$ cat src/rtl/dds_phase_gen.sv
// dds_phase_gen: runtime-programmable DDS phase accumulator and waveform ROM
// address generator with shadowed configuration and linear frequency sweep.
//
// Ports:
//   clk         system clock
//   rst_n       asynchronous active-low reset
//   en          accumulator / sweep advance enable
//   phase_rst   synchronous accumulator clear (wins over en)
//   cfg_we      shadow register write strobe
//   cfg_sel     shadow select: 0 F_START, 1 F_STOP, 2 F_STEP, 3 PWORD
//   cfg_data    shadow write data (PWORD uses the low ADDR_W bits)
//   commit      copy shadows to the active set and restart the sweep
//   sweep_en    1 = sweep, 0 = fixed frequency at F_START
//   sweep_mode  0 = one-shot, 1 = bounce between start and stop
//   addr_out    registered ROM address (accumulator MSBs + phase offset)
//   wrap        one-cycle pulse on accumulator carry-out
//   fword_cur   active frequency word
//   sweep_done  one-shot sweep has reached F_STOP (level)
module dds_phase_gen #(
   parameter int unsigned ACC_W     = 32,
   parameter int unsigned ADDR_W    = 8,
   parameter int unsigned FWORD_RST = 429497,
   parameter int unsigned PWORD_RST = 128,
   parameter int unsigned SWEEP_DIV = 1000
) (
   input  logic              clk,
   input  logic              rst_n,
   input  logic              en,
   input  logic              phase_rst,
   input  logic              cfg_we,
   input  logic [1:0]        cfg_sel,
   input  logic [ACC_W-1:0]  cfg_data,
   input  logic              commit,
   input  logic              sweep_en,
   input  logic              sweep_mode,
   output logic [ADDR_W-1:0] addr_out,
   output logic              wrap,
   output logic [ACC_W-1:0]  fword_cur,
   output logic              sweep_done
);

   localparam int unsigned CNT_W = (SWEEP_DIV > 1) ? $clog2(SWEEP_DIV) : 1;

   typedef enum logic [1:0] {
      S_IDLE  = 2'd0,
      S_SWEEP = 2'd1,
      S_HOLD  = 2'd2
   } state_t;

   // shadow and active configuration
   logic [ACC_W-1:0]  r_sh_start, r_sh_stop, r_sh_step;
   logic [ADDR_W-1:0] r_sh_pword;
   logic [ACC_W-1:0]  r_start, r_stop, r_step;
   logic [ADDR_W-1:0] r_pword;

   // accumulator path
   logic [ACC_W-1:0]  r_acc;
   logic [ADDR_W-1:0] r_addr;
   logic              r_wrap;
   logic [ACC_W:0]    w_sum;

   // sweep FSM
   state_t            r_state, w_state_nxt;
   logic [ACC_W-1:0]  r_fword, w_fword_nxt;
   logic [CNT_W-1:0]  r_cnt, w_cnt_nxt;
   logic              r_done, w_done_nxt;
   logic              r_dir_up, w_dir_nxt;
   logic [ACC_W-1:0]  r_target, w_tgt_nxt;
   logic [ACC_W-1:0]  w_step_fw;
   logic              w_hit;
   logic              w_tick;

   assign addr_out   = r_addr;
   assign wrap       = r_wrap;
   assign fword_cur  = r_fword;
   assign sweep_done = r_done;

   // Shadow writes and commit; commit samples pre-edge shadows.
   always_ff @(posedge clk or negedge rst_n) begin
      if (!rst_n) begin
         r_sh_start <= ACC_W'(FWORD_RST);
         r_sh_stop  <= ACC_W'(FWORD_RST);
         r_sh_step  <= '0;
         r_sh_pword <= ADDR_W'(PWORD_RST);
         r_start    <= ACC_W'(FWORD_RST);
         r_stop     <= ACC_W'(FWORD_RST);
         r_step     <= '0;
         r_pword    <= ADDR_W'(PWORD_RST);
      end else begin
         if (cfg_we) begin
            case (cfg_sel)
               2'd0:    r_sh_start <= cfg_data;
               2'd1:    r_sh_stop  <= cfg_data;
               2'd2:    r_sh_step  <= cfg_data;
               default: r_sh_pword <= cfg_data[ADDR_W-1:0];
            endcase
         end
         if (commit) begin
            r_start <= r_sh_start;
            r_stop  <= r_sh_stop;
            r_step  <= r_sh_step;
            r_pword <= r_sh_pword;
         end
      end
   end

   assign w_sum = {1'b0, r_acc} + {1'b0, r_fword};

   // Phase accumulator; address is formed from the pre-edge accumulator.
   always_ff @(posedge clk or negedge rst_n) begin
      if (!rst_n) begin
         r_acc  <= '0;
         r_addr <= '0;
         r_wrap <= 1'b0;
      end else if (phase_rst) begin
         r_acc  <= '0;
         r_addr <= r_pword;
         r_wrap <= 1'b0;
      end else if (en) begin
         r_acc  <= w_sum[ACC_W-1:0];
         r_wrap <= w_sum[ACC_W];
         r_addr <= r_acc[ACC_W-1 -: ADDR_W] + r_pword;
      end else begin
         r_wrap <= 1'b0;
      end
   end

   assign w_tick = (r_cnt == CNT_W'(SWEEP_DIV - 1));

   // Sweep FSM state and registered outputs.
   always_ff @(posedge clk or negedge rst_n) begin
      if (!rst_n) begin
         r_state  <= S_IDLE;
         r_fword  <= ACC_W'(FWORD_RST);
         r_cnt    <= '0;
         r_done   <= 1'b0;
         r_dir_up <= 1'b1;
         r_target <= ACC_W'(FWORD_RST);
      end else begin
         r_state  <= w_state_nxt;
         r_fword  <= w_fword_nxt;
         r_cnt    <= w_cnt_nxt;
         r_done   <= w_done_nxt;
         r_dir_up <= w_dir_nxt;
         r_target <= w_tgt_nxt;
      end
   end

   // Next state / outputs; the step clamps to the target without wrapping.
   always_comb begin
      w_state_nxt = r_state;
      w_fword_nxt = r_fword;
      w_cnt_nxt   = r_cnt;
      w_done_nxt  = r_done;
      w_dir_nxt   = r_dir_up;
      w_tgt_nxt   = r_target;
      w_step_fw   = r_fword;
      w_hit       = 1'b0;

      // fword never passes the target, so these differences cannot underflow
      if (r_dir_up) begin
         if ((r_target - r_fword) <= r_step) begin
            w_step_fw = r_target;
            w_hit     = 1'b1;
         end else begin
            w_step_fw = r_fword + r_step;
         end
      end else begin
         if ((r_fword - r_target) <= r_step) begin
            w_step_fw = r_target;
            w_hit     = 1'b1;
         end else begin
            w_step_fw = r_fword - r_step;
         end
      end

      if (commit) begin
         w_state_nxt = S_IDLE;
         w_fword_nxt = r_sh_start;
         w_cnt_nxt   = '0;
         w_done_nxt  = 1'b0;
      end else if (!sweep_en) begin
         w_state_nxt = S_IDLE;
         w_fword_nxt = r_start;
         w_cnt_nxt   = '0;
         w_done_nxt  = 1'b0;
      end else begin
         case (r_state)
            S_IDLE: begin
               w_fword_nxt = r_start;
               w_cnt_nxt   = '0;
               if ((r_step != '0) && (r_start != r_stop)) begin
                  w_state_nxt = S_SWEEP;
                  w_dir_nxt   = (r_stop >= r_start);
                  w_tgt_nxt   = r_stop;
               end
            end
            S_SWEEP: begin
               if (en) begin
                  if (w_tick) begin
                     w_cnt_nxt   = '0;
                     w_fword_nxt = w_step_fw;
                     if (w_hit) begin
                        if (!sweep_mode) begin
                           w_state_nxt = S_HOLD;
                           w_done_nxt  = 1'b1;
                        end else begin
                           // bounce: head back toward the other endpoint
                           w_dir_nxt = ~r_dir_up;
                           w_tgt_nxt = (r_target == r_stop) ? r_start : r_stop;
                        end
                     end
                  end else begin
                     w_cnt_nxt = r_cnt + CNT_W'(1);
                  end
               end
            end
            S_HOLD: begin
               w_fword_nxt = r_stop;
            end
            default: begin
               w_state_nxt = S_IDLE;
            end
         endcase
      end
   end

endmodule

$ cat config.mk
export PLATFORM = sky130hd
export DESIGN_NAME = dds_phase_gen
export DESIGN_NICKNAME = d
export VERILOG_FILES = /design/src/rtl/dds_phase_gen.sv
export SDC_FILE = /design/constraint.sdc
export NUM_CORES = 1
export LEC_CHECK = 0
export BUFFER_PORTS_ARGS = -buffer_cell sky130_fd_sc_hd__buf_4
export CAP_MARGIN = 30
export CORE_ASPECT_RATIO = 1.25
export CORE_MARGIN = 2
export CORE_UTILIZATION = 60
export DETAILED_ROUTE_END_ITERATION = 8
export PLACE_DENSITY = 0.77
export SYNTH_ARGS = -nofsm -noshare
export SYNTH_HDL_FRONTEND = slang
export SYNTH_SLANG_ARGS = --single-unit
$ cat constraint.sdc
create_clock -name clk -period 6.6 [get_ports clk]
set_input_delay 0.66 -clock clk [delete_from_list [all_inputs] [get_ports clk]]
set_output_delay 0.66 -clock clk [all_outputs]
set_load 0.005 [all_outputs]
==> results.sh <==
export IMPL_run_status="finished, final reports clean"
export IMPL_finalSetupViolCount=0
export IMPL_antenna_cells=0
export IMPL_critPathKind="reg2reg"
export IMPL_ctsRootBufferMaster="clkbuf_16"
export IMPL_required_ns=7.07
export IMPL_powerDensity_nw_per_um2=570.7
export IMPL_r2r_start="fword_cur[0]"
export IMPL_slew_violations=0
export IMPL_synth_main_ff_cell="dfrtp_1"
export IMPL_synth_cell_types=85
export IMPL_ys_warn_count=0
export IMPL_coreArea_um2=41830
export IMPL_htreeDepth=2
export IMPL_synth_top_family_by_area="compound AO/OA/AOI/OAI gates"
export IMPL_fin_ws_ns=0.2363
export IMPL_detail_route_antenna_nets=0
export IMPL_critical_path_max_fanout=15
export IMPL_hold_ws_ns=0.07943
export IMPL_dieWidth_um=187.6
export IMPL_clk_pin_slew_worst_paths_ns=0.07
export IMPL_fmax_mhz=157.1
export IMPL_finalHoldViolCount=0
export IMPL_hpwl_mm=69.42
export IMPL_antenna_found_initial=1
export IMPL_wl_per_cell_um=25.77
export IMPL_synth_nets=3162
export IMPL_num_vias=23230
export IMPL_finalSetupTns_ns=0
export IMPL_fin_nets=3222
export IMPL_grt_pass1_wl_mm=135.1
export IMPL_synthCells=2851
export IMPL_die_y_um=233.4
export IMPL_grt_pass1_vias=22340
export IMPL_layout_drive_gt1_share=0.1599
export IMPL_groute_usage_overall=0.4069
export IMPL_synth_simple_area_share=0.1367
export IMPL_drt_initial_drc_count=2565
export IMPL_routed_wl_mm=90.17
export IMPL_period_needed_ns=6.364
export IMPL_route_detailed_drc=0
export IMPL_critPathSlowestCell="dfstp_2"
export IMPL_io_buffers=83
export IMPL_synth_seq_cells=327
export IMPL_synth_adder_area_share=0.1350
export IMPL_ir_drop_mv=0.4414
export IMPL_r2r_end="fword_cur[10]"
export IMPL_first_pass_iters=8
export IMPL_yosysSeqAreaShare=0.3272
export IMPL_dp_slack_ns=0.2026
export IMPL_hold_path_class="in2async"
export IMPL_num_io_pins=84
export IMPL_syn_to_final_growth_pct=10.56
export IMPL_clk_path_buf_depth=3
export IMPL_num_rows=84
export IMPL_cp_common_cell="buf_4"
export IMPL_worstSetupEndpointType="flop"
export IMPL_cpPeakStageDelay_ns=0.59
export IMPL_cts_tree="built"
export IMPL_tightest_slew_ns=1.007
export IMPL_r2r_slack_ns=0.24
export IMPL_finClkSkew_ns=0.03192
export IMPL_hold_buffers=0
export IMPL_postSynthAreaPerCell_um2=8.863
export IMPL_postLayoutCoreUtil=0.6679
export IMPL_routabilityCongestion=1.012
export IMPL_synthMuxAreaShare=0.07729
export IMPL_synth_edf_count=0
export IMPL_async_flop_share=1.000
export IMPL_drt_vias_per_instance=6.640
export IMPL_r2r_cells=26
export IMPL_insertion_delay_ns=0.58
export IMPL_die_area_um2=43780
export IMPL_initial_core_util=0.6041
export IMPL_grt_start_max_net_pins=124
export IMPL_p_leak_nw=12.73
export IMPL_maxSlewHeadroom=0.3222
export IMPL_drv_cap=0
export IMPL_finalCritPeriodShare=0.9642
export IMPL_clock_sinks=327
export IMPL_worst_endpoint_arrival_ns=6.83
export IMPL_netlist_area_um2=25270
export IMPL_synth_xor_area_frac=0.05130
export IMPL_cts_inserted_buffers=37
export IMPL_gr_total_overflow=0
export IMPL_synth_compound_area_share=0.2204
export IMPL_start_kind="flop"
worst max-delay path: cells and delay by family, from the launching register on:
| kind | cells | cell delay (ns) |
|---|---|---|
| simple gates | 4 | 0.46 |
| flops | 1 | 0.59 |
| compound gates | 13 | 3.19 |
| xor+xnor | 1 | 0.19 |
| buf+inv | 5 | 0.89 |
| fa+ha+maj | 3 | 0.91 |
layer usage:
metal  up-vias  global-route usage  wire, um  share of wire
li1      10450                   -         -              -
met2      1217              0.6436     40250           0.45
met3       220             0.08834      8785          0.097
met1     11340              0.5342     36340           0.40
met5         -                   0        98         0.0011
met4         2              0.1907      4690          0.052
cells in the final DEF (no fill, tap or decap), types with 8 or more instances in the layout:
cell type  instances
a211oi_1          20
a221o_1           11
buf_4            152
nand3_1           54
o31ai_1           27
a21o_1            71
o221ai_1          17
a31oi_1           18
mux2_2           145
nor3_1            60
o21ai_0          196
o21a_1            25
inv_1            205
o31a_1             8
a221oi_1          56
dfrtp_1          258
clkbuf_1           8
and2_1             8
nand4_1           43
a21oi_1          233
xor2_1            36
o22ai_1           11
o21bai_1          33
o211ai_1          25
and3_1            16
nor2b_1           24
nand3b_1          10
or3_1             12
nand2b_1          25
dfstp_2           69
nor4_1            21
clkinv_2           8
nand2_1          241
ha_1             263
mux2i_1           32
nor2_1           198
a21boi_0           9
clkbuf_16         37
xnor2_1          112
final cells by class:
class / count / area [um^2]
timing repair buffer: 158 / 1255
tap: 559 / 699.4
inverter: 207 / 777.0
clock inverter: 16 / 138.9
multi-input combinational: 2180 / 15750
clock buffer: 52 / 1052
fill: 3410 / 13890
sequential: 327 / 8269
how the worst max path moves through the flow:
| stage | end | startpoint |
|---|---|---|
| floorplan | r_target[10] | fword_cur[10] |
| global placement | fword_cur[11] | r_target[0] |
| detailed placement | fword_cur[11] | r_target[0] |
| CTS | fword_cur[11] | r_target[0] |
| global route | fword_cur[14] | fword_cur[0] |
| finish | fword_cur[10] | fword_cur[0] |
metrics by stage:
step	area (um^2)	power, mW	std cells
floorplan	25270	9.739	2851
global placement	26650	13.15	3428
detailed placement	26670	13.34	3429
CTS	27860	15.49	3497
global route	27940	16.82	3499
finish	27940	15.94	3499
registers in the layout, summed over array words and instances (netlist names):
| name | flops |
|---|---|
| r_acc | 32 |
| r_state | 2 |
| r_stop | 32 |
| addr_out | 8 |
| r_sh_step | 32 |
| wrap | 1 |
| sweep_done | 1 |
| r_cnt | 10 |
| r_dir_up | 1 |
| r_target | 32 |
| r_start | 32 |
| r_sh_pword | 8 |
| r_sh_stop | 32 |
| fword_cur | 32 |
| r_step | 32 |
| r_sh_start | 32 |
| r_pword | 8 |
cell families (layout without fill, tap and decap cells):
family                   after synthesis  after routing
AND/OR/NAND/NOR                      739            739
adder cells (fa/ha/maj)              269            269
XOR/XNOR                             148            148
AO/OA/AOI/OAI                        847            847
multiplexers                         177            177
flip-flops                           327            327
buffers and inverters                344            433
power breakdown:
group	total, mW	internal, mW	switching, mW
Combinational	10.5	4.12	6.39
Sequential	3.35	2.58	0.771
Clock	2.08	1.17	0.916
Total	15.9	7.87	8.08
what timing repair did:
action | in CTS | in global routing
endpoints found under the setup margin | 0 | 58
gates resized for setup | 0 | 10
setup buffers | 0 | 1
synth_stat cells, types with 11 or more instances:
cell type | number | area (um^2)
nor3_1 | 60 | 300.3
or3_1 | 12 | 75.07
clkbuf_1 | 117 | 439.2
mux2_2 | 145 | 1633
a21o_1 | 71 | 533.0
o21a_1 | 25 | 187.7
xnor2_1 | 112 | 980.9
dfstp_2 | 69 | 1813
ha_1 | 263 | 3291
nand2_1 | 241 | 904.6
xor2_1 | 36 | 315.3
nand2b_1 | 25 | 156.4
o22ai_1 | 11 | 68.82
nand4_1 | 43 | 269.0
o221ai_1 | 17 | 148.9
and3_1 | 16 | 100.1
mux2i_1 | 32 | 320.3
a31oi_1 | 18 | 112.6
o21bai_1 | 33 | 247.7
nor2_1 | 198 | 743.2
a211oi_1 | 20 | 150.1
nor2b_1 | 24 | 150.1
a221o_1 | 11 | 110.1
nor4_1 | 21 | 131.4
o31ai_1 | 27 | 202.7
o21ai_0 | 197 | 986.0
a21oi_1 | 234 | 1171
o211ai_1 | 25 | 187.7
a221oi_1 | 60 | 525.5
inv_1 | 205 | 769.5
dfrtp_1 | 258 | 6456
nand3_1 | 54 | 270.3
Power figures use the tool's default switching activity.
